**src/rtl/mult_iter_param.sv**
```systemverilog
// Iterative shift-add multiplier with per-operand signed/unsigned mode (IDLE -> RUN -> FIX).
// Define MULT_ITER_EARLY_TERM_EN to end RUN once the remaining multiplier bits are all zero.
module mult_iter_param #(
    parameter int unsigned WIDTH = 32
) (
    input  logic                 clk,
    input  logic                 reset,
    input  logic                 start,
    input  logic                 a_signed,
    input  logic                 b_signed,
    input  logic [WIDTH-1:0]     op_a,
    input  logic [WIDTH-1:0]     op_b,
    output logic                 busy,
    output logic                 done,
    output logic [2*WIDTH-1:0]   product_out
);

    localparam int unsigned CW = $clog2(WIDTH);

    typedef enum logic [1:0] {IDLE, RUN, FIX} state_t;

    state_t               state_q, state_d;
    logic [2*WIDTH-1:0]   mcand_q, mcand_d;
    logic [2*WIDTH-1:0]   acc_q, acc_d;
    logic [2*WIDTH-1:0]   prod_q, prod_d;
    logic [WIDTH-1:0]     mplier_q, mplier_d;
    logic [CW-1:0]        cnt_q, cnt_d;
    logic                 neg_q, neg_d;
    logic                 done_q, done_d;

    logic                 a_neg, b_neg;
    logic [WIDTH-1:0]     a_mag, b_mag;
    logic                 last_bit;

    // Magnitudes are WIDTH-bit unsigned, so the most negative value maps to 2^(WIDTH-1) exactly.
    assign a_neg = a_signed & op_a[WIDTH-1];
    assign b_neg = b_signed & op_b[WIDTH-1];
    assign a_mag = a_neg ? -op_a : op_a;
    assign b_mag = b_neg ? -op_b : op_b;

`ifdef MULT_ITER_EARLY_TERM_EN
    assign last_bit = (cnt_q == CW'(WIDTH-1)) || (mplier_q[WIDTH-1:1] == '0);
`else
    assign last_bit = (cnt_q == CW'(WIDTH-1));
`endif

    always_comb begin
        state_d  = state_q;
        mcand_d  = mcand_q;
        acc_d    = acc_q;
        prod_d   = prod_q;
        mplier_d = mplier_q;
        cnt_d    = cnt_q;
        neg_d    = neg_q;
        done_d   = 1'b0;
        case (state_q)
            IDLE: begin
                if (start) begin
                    mcand_d  = {{WIDTH{1'b0}}, a_mag};
                    mplier_d = b_mag;
                    neg_d    = a_neg ^ b_neg;
                    acc_d    = '0;
                    cnt_d    = '0;
                    state_d  = RUN;
                end
            end
            RUN: begin
                if (mplier_q[0]) begin
                    acc_d = acc_q + mcand_q;
                end
                mcand_d  = mcand_q << 1;
                mplier_d = mplier_q >> 1;
                cnt_d    = cnt_q + 1'b1;
                if (last_bit) begin
                    state_d = FIX;
                end
            end
            FIX: begin
                prod_d  = neg_q ? -acc_q : acc_q;
                done_d  = 1'b1;
                state_d = IDLE;
            end
            default: state_d = IDLE;
        endcase
    end

    always_ff @(posedge clk) begin
        if (reset) begin
            state_q  <= IDLE;
            mcand_q  <= '0;
            acc_q    <= '0;
            prod_q   <= '0;
            mplier_q <= '0;
            cnt_q    <= '0;
            neg_q    <= 1'b0;
            done_q   <= 1'b0;
        end else begin
            state_q  <= state_d;
            mcand_q  <= mcand_d;
            acc_q    <= acc_d;
            prod_q   <= prod_d;
            mplier_q <= mplier_d;
            cnt_q    <= cnt_d;
            neg_q    <= neg_d;
            done_q   <= done_d;
        end
    end

    assign busy        = (state_q != IDLE);
    assign done        = done_q;
    assign product_out = prod_q;

endmodule

```
**config.mk**
```make
export PLATFORM = sky130hd
export DESIGN_NAME = mult_iter_param
export DESIGN_NICKNAME = d
export VERILOG_FILES = /design/src/rtl/mult_iter_param.sv
export SDC_FILE = /design/constraint.sdc
export NUM_CORES = 1
export LEC_CHECK = 0
export ABC_AREA = 0
export CAP_MARGIN = 30
export CORE_UTILIZATION = 50
export CTS_CLUSTER_SIZE = 25
export DETAILED_ROUTE_END_ITERATION = 7
export DONT_BUFFER_PORTS = 1
export SLEW_MARGIN = 20
export SYNTH_ARGS = -nofsm -noshare
export SYNTH_HDL_FRONTEND = slang
export SYNTH_SLANG_ARGS = --single-unit
```
**constraint.sdc**
```tcl
create_clock -name clk -period 3.9 [get_ports clk]
set_input_delay 0.195 -clock clk [delete_from_list [all_inputs] [get_ports clk]]
set_output_delay 0.195 -clock clk [all_outputs]
set_load 0.005 [all_outputs]
```
# Word level (Yosys, flattened, before mapping)
# Cells that the tools add are included.
dict set report totals {
  register_bits 233
  input_bits 69
  elab_cells 45
  out_inout_bits 66
}
dict set report classes {
  n_eq_ne 6
  muxes 16
  n_reduce_logical 7
  n_addsub 5
  bitwise 3
}
# operator n
set op_table {}
lappend op_table {{$mux W64} 4}
lappend op_table {{$pmux W64 S2} 2}
lappend op_table {{$mux W32} 3}
lappend op_table {{$add A64 B64 Y64} 1}
lappend op_table {{$neg A32 Y32} 2}
lappend op_table {{$neg A64 Y64} 1}
lappend op_table {{$pmux W32 S2} 1}
lappend op_table {{$pmux W5 S2} 1}
lappend op_table {{$ne A2 B2 Y1 const B} 3}
lappend op_table {{$reduce_and A2 Y1} 3}
lappend op_table {{$add A5 B1 Y5 const B} 1}
lappend op_table {{$eq A5 B5 Y1 const B} 1}
lappend op_table {{$mux W5} 1}
lappend op_table {{$mux W2} 2}
lappend op_table {{$pmux W2 S2} 1}
lappend op_table {{$reduce_bool A2 Y1} 2}
lappend op_table {{$reduce_and A3 Y1} 1}
lappend op_table {{$and A1 B1 Y1} 2}
lappend op_table {{$eq A2 B1 Y1 const B} 1}
lappend op_table {{$eq A2 B2 Y1 const B} 1}
lappend op_table {{$logic_not A2 Y1} 1}
lappend op_table {{$mux W1} 1}
lappend op_table {{$xor A1 B1 Y1} 1}

# Logic depth before layout (Yosys ltp)
# Gate-level depths: netlist (run 1).
dict set report logic_depth {
  word_depth 4
  mapped_depth 13
  mapped_depth_nobuf 13
}

# Worst setup path before layout (run 1)
# OpenSTA, ideal clock, no wires.
dict set report synth_timing {
  path_type {register -> register}
  startpoint {register acc_q[38]}
  endpoint {register acc_q[63]}
  path_stages_with_launch 13
  setup_time_ns 0.121
  setup_slack_ns 0.865
  t_arrival_ns 2.914
  path_buffers 1
  synth_period_minus_slack_ns 3.035
  t_required_ns 3.779
  cell_sequence {dfxtp_1 -> ha_1 -> clkbuf_1 -> a21o_1 -> a311oi_1 -> o21bai_1 -> a21o_1 -> a221o_1 -> o2111ai_1 -> a21oi_1 -> o22ai_1 -> mux2i_1 -> mux2_2}
}
dict set report synth_via {
  elab_chain_len 3
}
# element line
set synth_lines {}
lappend synth_lines {{start: declaration} 24} ;# logic [2*WIDTH-1:0] acc_q, acc_d;
lappend synth_lines {{start signal: assignment} 91} ;# acc_q <= '0;
lappend synth_lines {{start signal: assignment} 100} ;# acc_q <= acc_d;
lappend synth_lines {{$add A64 B64 Y64} 69} ;# acc_d = acc_q + mcand_q;
lappend synth_lines {{$mux W64} 68} ;# if (mplier_q[0]) begin
lappend synth_lines {{$pmux W64 S2} 56} ;# case (state_q)
# No other way between the ends. The select of a mux whose other input is x is not followed.
# A chain may end at the register's enable or synchronous reset.

# Worst setup path in the final report (run 1)
dict set report layout_timing {
  startpoint {register acc_q[6]}
  endpoint {register acc_q[63]}
}
# The elaborated chain is that of the path after synthesis.

==> results of run 1 <==
[power breakdown]
group / total (W) / switching [W] / internal (W)
clock network: 0.00266 / 0.00101 / 0.00164
logic: 0.000643 / 0.000399 / 0.000243
registers: 0.00250 / 0.0000547 / 0.00244
[cell type report]
cell class | count | area (um2) | area share
clock buffers | 36 | 769 | 0.0472
clock inverters | 13 | 175 | 0.0107
inverters | 33 | 124 | 0.00760
multi-input cells | 1481 | 9150 | 0.561
flip-flops and latches | 233 | 4670 | 0.286
well taps | 378 | 473 | 0.0290
repair buffers | 96 | 943 | 0.0579
[routing by layer]
layer	vias to the layer above	share of wire	GRT usage
met5	-	0	0
met4	0	0.018	0.0627
met3	56	0.081	0.0534
met2	447	0.40	0.409
met1	6241	0.50	0.424
li1	6768	-	-
[kinds of logic (layout without fill, tap and decap cells)]
logic type,after synthesis,count (layout),share of synthesized area
DFF,233,233,0.324
adders and majority gates,69,69,0.0604
AOI/OAI and AO/OA,613,613,0.269
xor gates and xnor gates,171,171,0.104
and+or+nand+nor,624,624,0.196
muxes,4,4,0.00286
buffers and inverters,158,178,0.0441
[final timing paths]
check	startpoint	endpoint	slack, ns
worst min register to register	mplier_q[3]	mplier_q[2]	0.47
worst min-delay path	op_a[18]	mcand_q[20]	0.03
worst max-delay path	acc_q[6]	acc_q[63]	0.30
worst max register to register	acc_q[6]	acc_q[63]	0.30
[sequential cells by signal, indices dropped and copies added, names as in the netlist]
signal,count
acc_q,64
cnt_q,5
done,1
mcand_q,64
mplier_q,32
neg_q,1
product_out,64
state_q,2
[worst register-to-register path, cell delays in order, from the launching register on]
cell and delay, ns:
dfxtp_1 0.46, ha_1 0.34, a21oi_1 0.21, o21ai_0 0.14
a221o_1 0.40, o2111ai_1 0.35, a211oi_1 0.22, o2111ai_1 0.44
a21oi_1 0.16, o22ai_1 0.22, mux2i_1 0.22, mux2_2 0.34
[stage by stage]
| stage | cells | util | power, W | setup WS (ns) | cell area, um2 |
|---|---|---|---|---|---|
| floorplan | 1872 | - | 0.00297 | 0.865 | 14400 |
| global placement | 2150 | 0.520 | 0.00307 | 0.426 | 14600 |
| detailed placement | 2151 | 0.521 | 0.00308 | 0.400 | 14600 |
| CTS | 2269 | 0.580 | 0.00585 | 0.374 | 16300 |
| global route | 2270 | 0.580 | 0.00603 | 0.110 | 16300 |
| finish | 2270 | 0.580 | 0.00580 | 0.298 | 16300 |
[synthesized netlist by cell type, drive strengths merged, types with 4 or more instances]
cell | instances | area, um2
nor2b | 9 | 56.3
o21a | 8 | 60.1
dfxtp | 233 | 4660
inv | 33 | 124
and2 | 8 | 50.1
nand3 | 60 | 300
xnor2 | 64 | 561
o21ai | 93 | 465
nor3 | 35 | 175
o2111ai | 4 | 35.0
a21oi | 215 | 1080
a311oi | 4 | 35.0
clkbuf | 110 | 413
o31ai | 25 | 193
o221ai | 4 | 35.0
a221o | 4 | 40.0
or4 | 13 | 109
nand2 | 242 | 908
a21o | 39 | 293
a31oi | 14 | 87.6
nand4 | 21 | 131
o41ai | 15 | 131
a22o | 4 | 35.0
a211oi | 60 | 450
and3 | 13 | 81.3
buf | 14 | 90.1
nand2b | 15 | 93.8
xor2 | 107 | 937
or3 | 13 | 86.3
nor3b | 4 | 30.0
nor2 | 165 | 619
or2 | 6 | 37.5
a22oi | 85 | 638
ha | 68 | 851
o211ai | 6 | 45.0
nor4 | 10 | 62.6
o21bai | 17 | 128
[cells in the final DEF (no fill, tap or decap), types with 13 or more instances in the layout]
cell type,instances
nand2_1,242
dfxtp_1,232
a21oi_1,215
nor2_1,163
xor2_1,107
o21ai_0,92
a22oi_1,85
ha_1,68
dlygate4sd3_1,68
xnor2_1,64
nand3_1,60
a211oi_1,60
a21o_1,39
nor3_1,34
inv_1,33
clkbuf_16,27
buf_4,25
o31ai_1,24
nand4_1,21
o21bai_1,17
nand2b_1,15
o41ai_1,15
a31oi_1,14
and3_1,13
==> metrics.cfg, run 1 <==
[placed_design]
portBuffers = 0
hpwl_um = 30100
place_congestion = 0.975

[yosys]
yosys_most_used_dff = dfxtp_1
synthDistinctLibCells = 63
synth_fp_nets = 2010
synth-edff-count = 0
yosys_register_bits = 233
netlist_area_um2 = 14400
async_flop_share = 0
avgSynthCellArea_um2 = 7.70
ys_warn_count = 0
seq_area_frac_synth = 0.324
syn_inst = 1872

[timing]
finalSetupViolations = 0
min_period_ns = 3.60
max_freq_mhz = 278
tns_ns = 0
tightest_slew_ns = 0.888
fin_skew_ns = 0.0172
whs_ns = 0.0251
drv_slew = 0
hold_viol = 0
rsz0062_at_grt = no
post-route-period-util = 0.924
slew_headroom = 0.408

[global_route]
grt-ovfl-total = 0
grt_max_degree = 204
grt_use_total = 0.282
grt_pass1_vias = 12400
antenna_found_initial = 0
grt_pass1_wl_um = 66200

[floorplan]
die-area_um2 = 29500
core_area_um2 = 28100
ios = 135
fp-row-count = 61
start_util = 0.513
die_y_um = 172
dieWidth_um = 172

[clock_tree]
clk_pin_slew_ns = 0.06
clockBufferDepth = 3
tritoncts = done
cts_buffers = 27
clk_latency_ns = 0.54
htreeDepth = 1
cts_resized = 0
clock_sinks = 233
cts_hold_buf = 69
postCtsSetupRepairBufs = 0
cts_root_buf = clkbuf_16

[route]
vias = 13500
first_iter_violations = 776
wl_um = 41900
via_per_inst = 5.95
drcViolationCount = 0
ant_nets = 0
first_pass_iters = 7
routedWlPerCell_um = 18.4

[worst_setup_path]
path_buf_inv = 0
cp_top_family = compound AO/OA/AOI/OAI gates
crit_fanout = 6
cp.depth = 11
r2r_cells = 11
worstPathCellList = ha_1 > a21oi_1 > o21ai_0 > a221o_1 > o2111ai_1 > a211oi_1 > o2111ai_1 > a21oi_1 > o22ai_1 > mux2i_1 > mux2_2
worst_path_max_delay_cell = dfxtp_1
critPathKind = reg -> reg
critPathLaunchType = flip-flop
cp.arrival_ns = 4.04
crit_path_end_kind = flip-flop
cp.required_ns = 4.33
crit_path_max_incr_delay_ns = 0.46

[cells_and_area]
area_growth_pct = 13.1
final_nets = 2010
n_antenna_cell = 0
layout-drive-gt1-share = 0.0486
num-fill-cells = 2752

[pwr]
ir_drop_v = 0.000419
p_per_area_nw_per_um2 = 356
p_leak_nw = 6.42

[worst_hold_path]
holdPathStages = 4
hp-class = in -> reg

[outcome]
outcome = complete, no violations

[flow_run]
timing.max_cap.violations = 0

No activity file was read; power rests on OpenSTA's default activity.
==> run 2, diff against run 1 <==
--- a/config.mk
+++ b/config.mk
@@ -11,7 +11,9 @@
 export CTS_CLUSTER_SIZE = 25
 export DETAILED_ROUTE_END_ITERATION = 7
 export DONT_BUFFER_PORTS = 1
+export REMOVE_ABC_BUFFERS = 1
 export SLEW_MARGIN = 20
 export SYNTH_ARGS = -nofsm -noshare
 export SYNTH_HDL_FRONTEND = slang
 export SYNTH_SLANG_ARGS = --single-unit
+export TNS_END_PERCENT = 10
==> metrics.cfg, run 2 (synthesis results as in run 1) <==
[placed_design]
place_inst = 2160
place_congestion = 0.950
portBuffers = 0
hpwl_um = 29600
post-place-ws_ns = 0.339
post_dp_cell_area_um2 = 14700

[route]
routedWlPerCell_um = 18.5
first_pass_iters = 5
first_iter_violations = 1084
via_per_inst = 5.98
wl_um = 42200
drcViolationCount = 0
ant_nets = 0
vias = 13700

[worst_hold_path]
hp-class = in -> reg
hp-start = op_b[6]

[timing]
fin_skew_ns = 0.0225
rsz0062_at_grt = no
hold_viol = 0
max_freq_mhz = 275
post-route-period-util = 0.932
min_period_ns = 3.63
drv_slew = 0
tightest_slew_ns = 0.966
fin_ws_ns = 0.265
finalSetupViolations = 0
slew_headroom = 0.356
whs_ns = 0.0289

[pwr]
clock_power_share = 0.468
power_frac_seq = 0.419
p_per_area_nw_per_um2 = 361
p_leak_nw = 6.50
intPower_w = 0.00445
p_comb_frac = 0.113
ir_drop_v = 0.000307
p_sw_w = 0.00150
switching_share = 0.253
power_w = 0.00595

[cells_and_area]
final_cell_mix = nand2_1, dfxtp_1, a21oi_1
area_growth_pct = 14.3
final_nets = 2026
stdcell_count = 2287
layout-drive-gt1-share = 0.0519
final_common_cell = nand2_1
n_antenna_cell = 0
design_area_um2 = 16500

[floorplan]
core_area_um2 = 28100
die-area_um2 = 29500
fp-row-count = 61
die_y_um = 172
start_util = 0.513
ios = 135
dieWidth_um = 172

[worst_setup_path]
crit_path_start = acc_q[6]
cp.required_ns = 4.34
reg2reg_from = acc_q[6]
crit_fanout = 6
cp.arrival_ns = 4.07
critPathKind = reg -> reg
crit_path_end_kind = flip-flop
critPathLaunchType = flip-flop

[clock_tree]
clk_latency_ns = 0.55
clockBufferDepth = 3
htreeDepth = 1
clk_pin_slew_ns = 0.06
cts_resized = 0
tritoncts = done
cts_root_buf = clkbuf_16
clock_sinks = 233
cts_buffers = 28

[global_route]
grt.met2_usage = 0.433
grt_pass1_vias = 12600
met1_usage = 0.418
antenna_found_initial = 0
grt.met3_usage = 0.0416
grt_pass1_wl_um = 67000
grt_use_total = 0.284
grt.busiest_layer = met2
grt-ovfl-total = 0
grt_max_degree = 204

[flow_run]
timing.max_cap.violations = 0

[outcome]
outcome = complete, no violations

[run 2: changes by cell type in the layout (fill, tap and decap cells not counted), sizes merged]
cell         change
buf              +8
clkbuf           +7
clkinv           -5
clkinvlp         +1
dlygate4sd3      +7
inv              -1
[run 2: critical path, stage by stage, from the launching register on]
cell	delay, ns
dfxtp_1	0.47
ha_1	0.35
a21oi_1	0.20
o21ai_0	0.14
a221o_1	0.40
o2111ai_1	0.38
a211oi_1	0.21
o2111ai_1	0.43
a21oi_1	0.17
o22ai_1	0.25
mux2i_1	0.22
mux2_2	0.34
[run 2: stage by stage]
step / TNS, ns / util
finish: 0 / 0.587
global route: 0 / 0.587
CTS: 0 / 0.587
floorplan: -341.92 / -
detailed placement: 0 / 0.523
global placement: 0 / 0.523
[run 2: power by group through the flow]
stage,clock network [W],registers (W),logic [W]
after floorplan,0,0.00253,0.000388
after global placement,0,0.00254,0.000545
after detailed placement,0,0.00254,0.000552
after CTS,0.00284,0.00249,0.000664
after global routing,0.00293,0.00250,0.000736
final,0.00279,0.00249,0.000670
[run 2: cell type report]
cell class	count	area (um2)
fill	2683	11600
multi-input combinational	1481	9150
sequential	233	4670
timing repair buffer	111	1070
clock buffer	43	847
tap	378	473
clock inverter	8	156
inverter	33	124
[run 2: timing repair]
action / in CTS / in global routing
endpoints found under the setup margin: 0 / 0
setup buffers: 0 / 0
endpoints found under the hold margin: 208 / 0
hold buffers: 76 / 0
[run 2: routing by layer]
metal | share of wire | up-vias
met5 | 0 | -
met2 | 0.42 | 412
met3 | 0.064 | 48
li1 | - | 6789
met4 | 0.018 | 0
met1 | 0.49 | 6422
[run 2: final timing paths]
path                  to  slack, ns  cells past startpoint
min          mplier_q[7]       0.03                      4
max            acc_q[63]       0.27                     11
min reg2reg  mplier_q[2]       0.46                      2
max reg2reg    acc_q[63]       0.27                     11
==> run 3, diff against run 2 <==
--- a/config.mk
+++ b/config.mk
@@ -8,6 +8,7 @@
 export ABC_AREA = 0
 export CAP_MARGIN = 30
 export CORE_UTILIZATION = 50
+export CTS_BUF_LIST = sky130_fd_sc_hd__clkbuf_2 sky130_fd_sc_hd__clkbuf_4 sky130_fd_sc_hd__clkbuf_8
 export CTS_CLUSTER_SIZE = 25
 export DETAILED_ROUTE_END_ITERATION = 7
 export DONT_BUFFER_PORTS = 1
==> metrics.cfg, run 3 (synthesis results as in run 1) <==
[placed_design]
hpwl_um = 29600
place_congestion = 0.950
post-place-ws_ns = 0.339
portBuffers = 0

[route]
routedWlPerCell_um = 18.3
first_iter_violations = 1099
first_pass_iters = 6
vias = 13800
drcViolationCount = 0
ant_nets = 0
via_per_inst = 5.95
wl_um = 42400

[worst_setup_path]
crit_path_end_kind = flip-flop
crit_path_start = acc_q[6]
crit_path_max_incr_delay_ns = 0.46
rr_endpoint = acc_q[63]
cp-endpoint = acc_q[63]
rrSetupSlack_ns = 0.26
crit_fanout = 6
r2r_cells = 11
critPathLaunchType = flip-flop
worst_path_max_delay_cell = dfxtp_1
cp.required_ns = 4.34
reg2reg_from = acc_q[6]
cp.arrival_ns = 4.07
worstPathCellList = ha_1 > a21oi_1 > o21ai_0 > a221o_1 > o2111ai_1 > a211oi_1 > o2111ai_1 > a21oi_1 > o22ai_1 > mux2i_1 > mux2_2
critPathKind = reg -> reg

[cells_and_area]
n_antenna_cell = 0
final_nets = 2040
utilization = 0.584
final_common_cell = nand2_1
area_growth_pct = 13.8
layout-drive-gt1-share = 0.0677
final_cell_mix = nand2_1, dfxtp_1, a21oi_1

[global_route]
grt_max_degree = 204
grt-ovfl-total = 0
grt_pass1_wl_um = 67300
grt_use_total = 0.286
grt_pass1_vias = 12600
antenna_found_initial = 0

[clock_tree]
clockBufferDepth = 3
clk_latency_ns = 0.56
clock_sinks = 233
clk_pin_slew_ns = 0.06
cts_buffers = 42
htreeDepth = 2
tritoncts = done
cts_root_buf = clkbuf_8

[timing]
fin_skew_ns = 0.0341
rsz0062_at_grt = no
hold_viol = 0
fin_ws_ns = 0.263
max_freq_mhz = 275
slew_headroom = 0.359
min_period_ns = 3.64
drv_slew = 0
finalSetupViolations = 0
tightest_slew_ns = 0.961
post-route-period-util = 0.933

[floorplan]
fp-row-count = 61
start_util = 0.513
die_y_um = 172
ios = 135
core_area_um2 = 28100
dieWidth_um = 172
die-area_um2 = 29500

[outcome]
outcome = complete, no violations

[flow_run]
timing.max_cap.violations = 0

[pwr]
p_per_area_nw_per_um2 = 344
p_leak_nw = 6.51
ir_drop_v = 0.000254

[worst_hold_path]
hp-class = in -> reg

==> run 3: changes by cell type in the layout (fill, tap and decap cells not counted), sizes merged <==
cell	change
clkinv	+2
bufinv	-4
clkinvlp	-1
clkbuf	+29
==> run 3: worst min-delay path by stage <==
stage / startpoint / to / slack (ns) / cells after the start
after floorplan: reset / acc_q[16] / 0.26 / 1
final: op_b[23] / mplier_q[24] / 0.03 / 4
after global placement: reset / mcand_q[56] / 0.28 / 1
after global routing: op_a[5] / mcand_q[6] / 0.05 / 4
after detailed placement: reset / mcand_q[56] / 0.28 / 1
after CTS: op_a[2] / mcand_q[3] / 0.002 / 4
==> run 3: metrics by stage <==
| stage | TNS, ns | power [W] | instances | cell area (um2) | hold slack [ns] |
|---|---|---|---|---|---|
| after floorplan | -341.92 | 0.00292 | 1747 | 13900 | 0.264 |
| after global placement | 0 | 0.00309 | 2159 | 14700 | 0.278 |
| after detailed placement | 0 | 0.00309 | 2160 | 14700 | 0.279 |
| after CTS | 0 | 0.00568 | 2313 | 16400 | 0.00151 |
| after global routing | 0 | 0.00586 | 2313 | 16400 | 0.0509 |
| final | 0 | 0.00563 | 2313 | 16400 | 0.0325 |
==> run 3: layout make-up <==
class                           count  area, um2
Multi-Input combinational cell   1481       9150
Clock inverter                      5       27.5
Tap cell                          378        473
Clock buffer                       72        897
Fill cell                        2714      11700
Inverter                           33        124
Sequential cell                   233       4670
Timing Repair Buffer              111       1070
==> run 3: layer usage <==
layer  global-route usage  up-vias  wire, um
met5                    0        -         0
met2                0.434      422     17800
met4               0.0666        0       713
li1                     -     6839         -
met3               0.0495       49      2840
met1                0.416     6463     21000
==> run 3: worst max-delay path, delay by kind of cell (launching register included) <==
family	cells	cell delay (ns)
AO/OA/AOI/OAI	8	2.17
adder cells (fa/ha/maj)	1	0.35
flip-flops	1	0.46
multiplexers	2	0.56
==> run 3: repair_timing <==
item | 4_1_cts | 5_1_grt
buffers inserted | 0 | 0
hold endpoints to repair | 208 | 0
gates resized for setup | 0 | 0
setup endpoints to repair | 0 | 0
hold buffers | 76 | 0
==> run 3: power breakdown <==
part	leakage, nW	internal, W	switching (W)
Sequential	1.89	0.00244	0.0000535
Combinational	4.13	0.000254	0.000417
Clock	0.495	0.00144	0.00103
Total	6.51	0.00414	0.00150
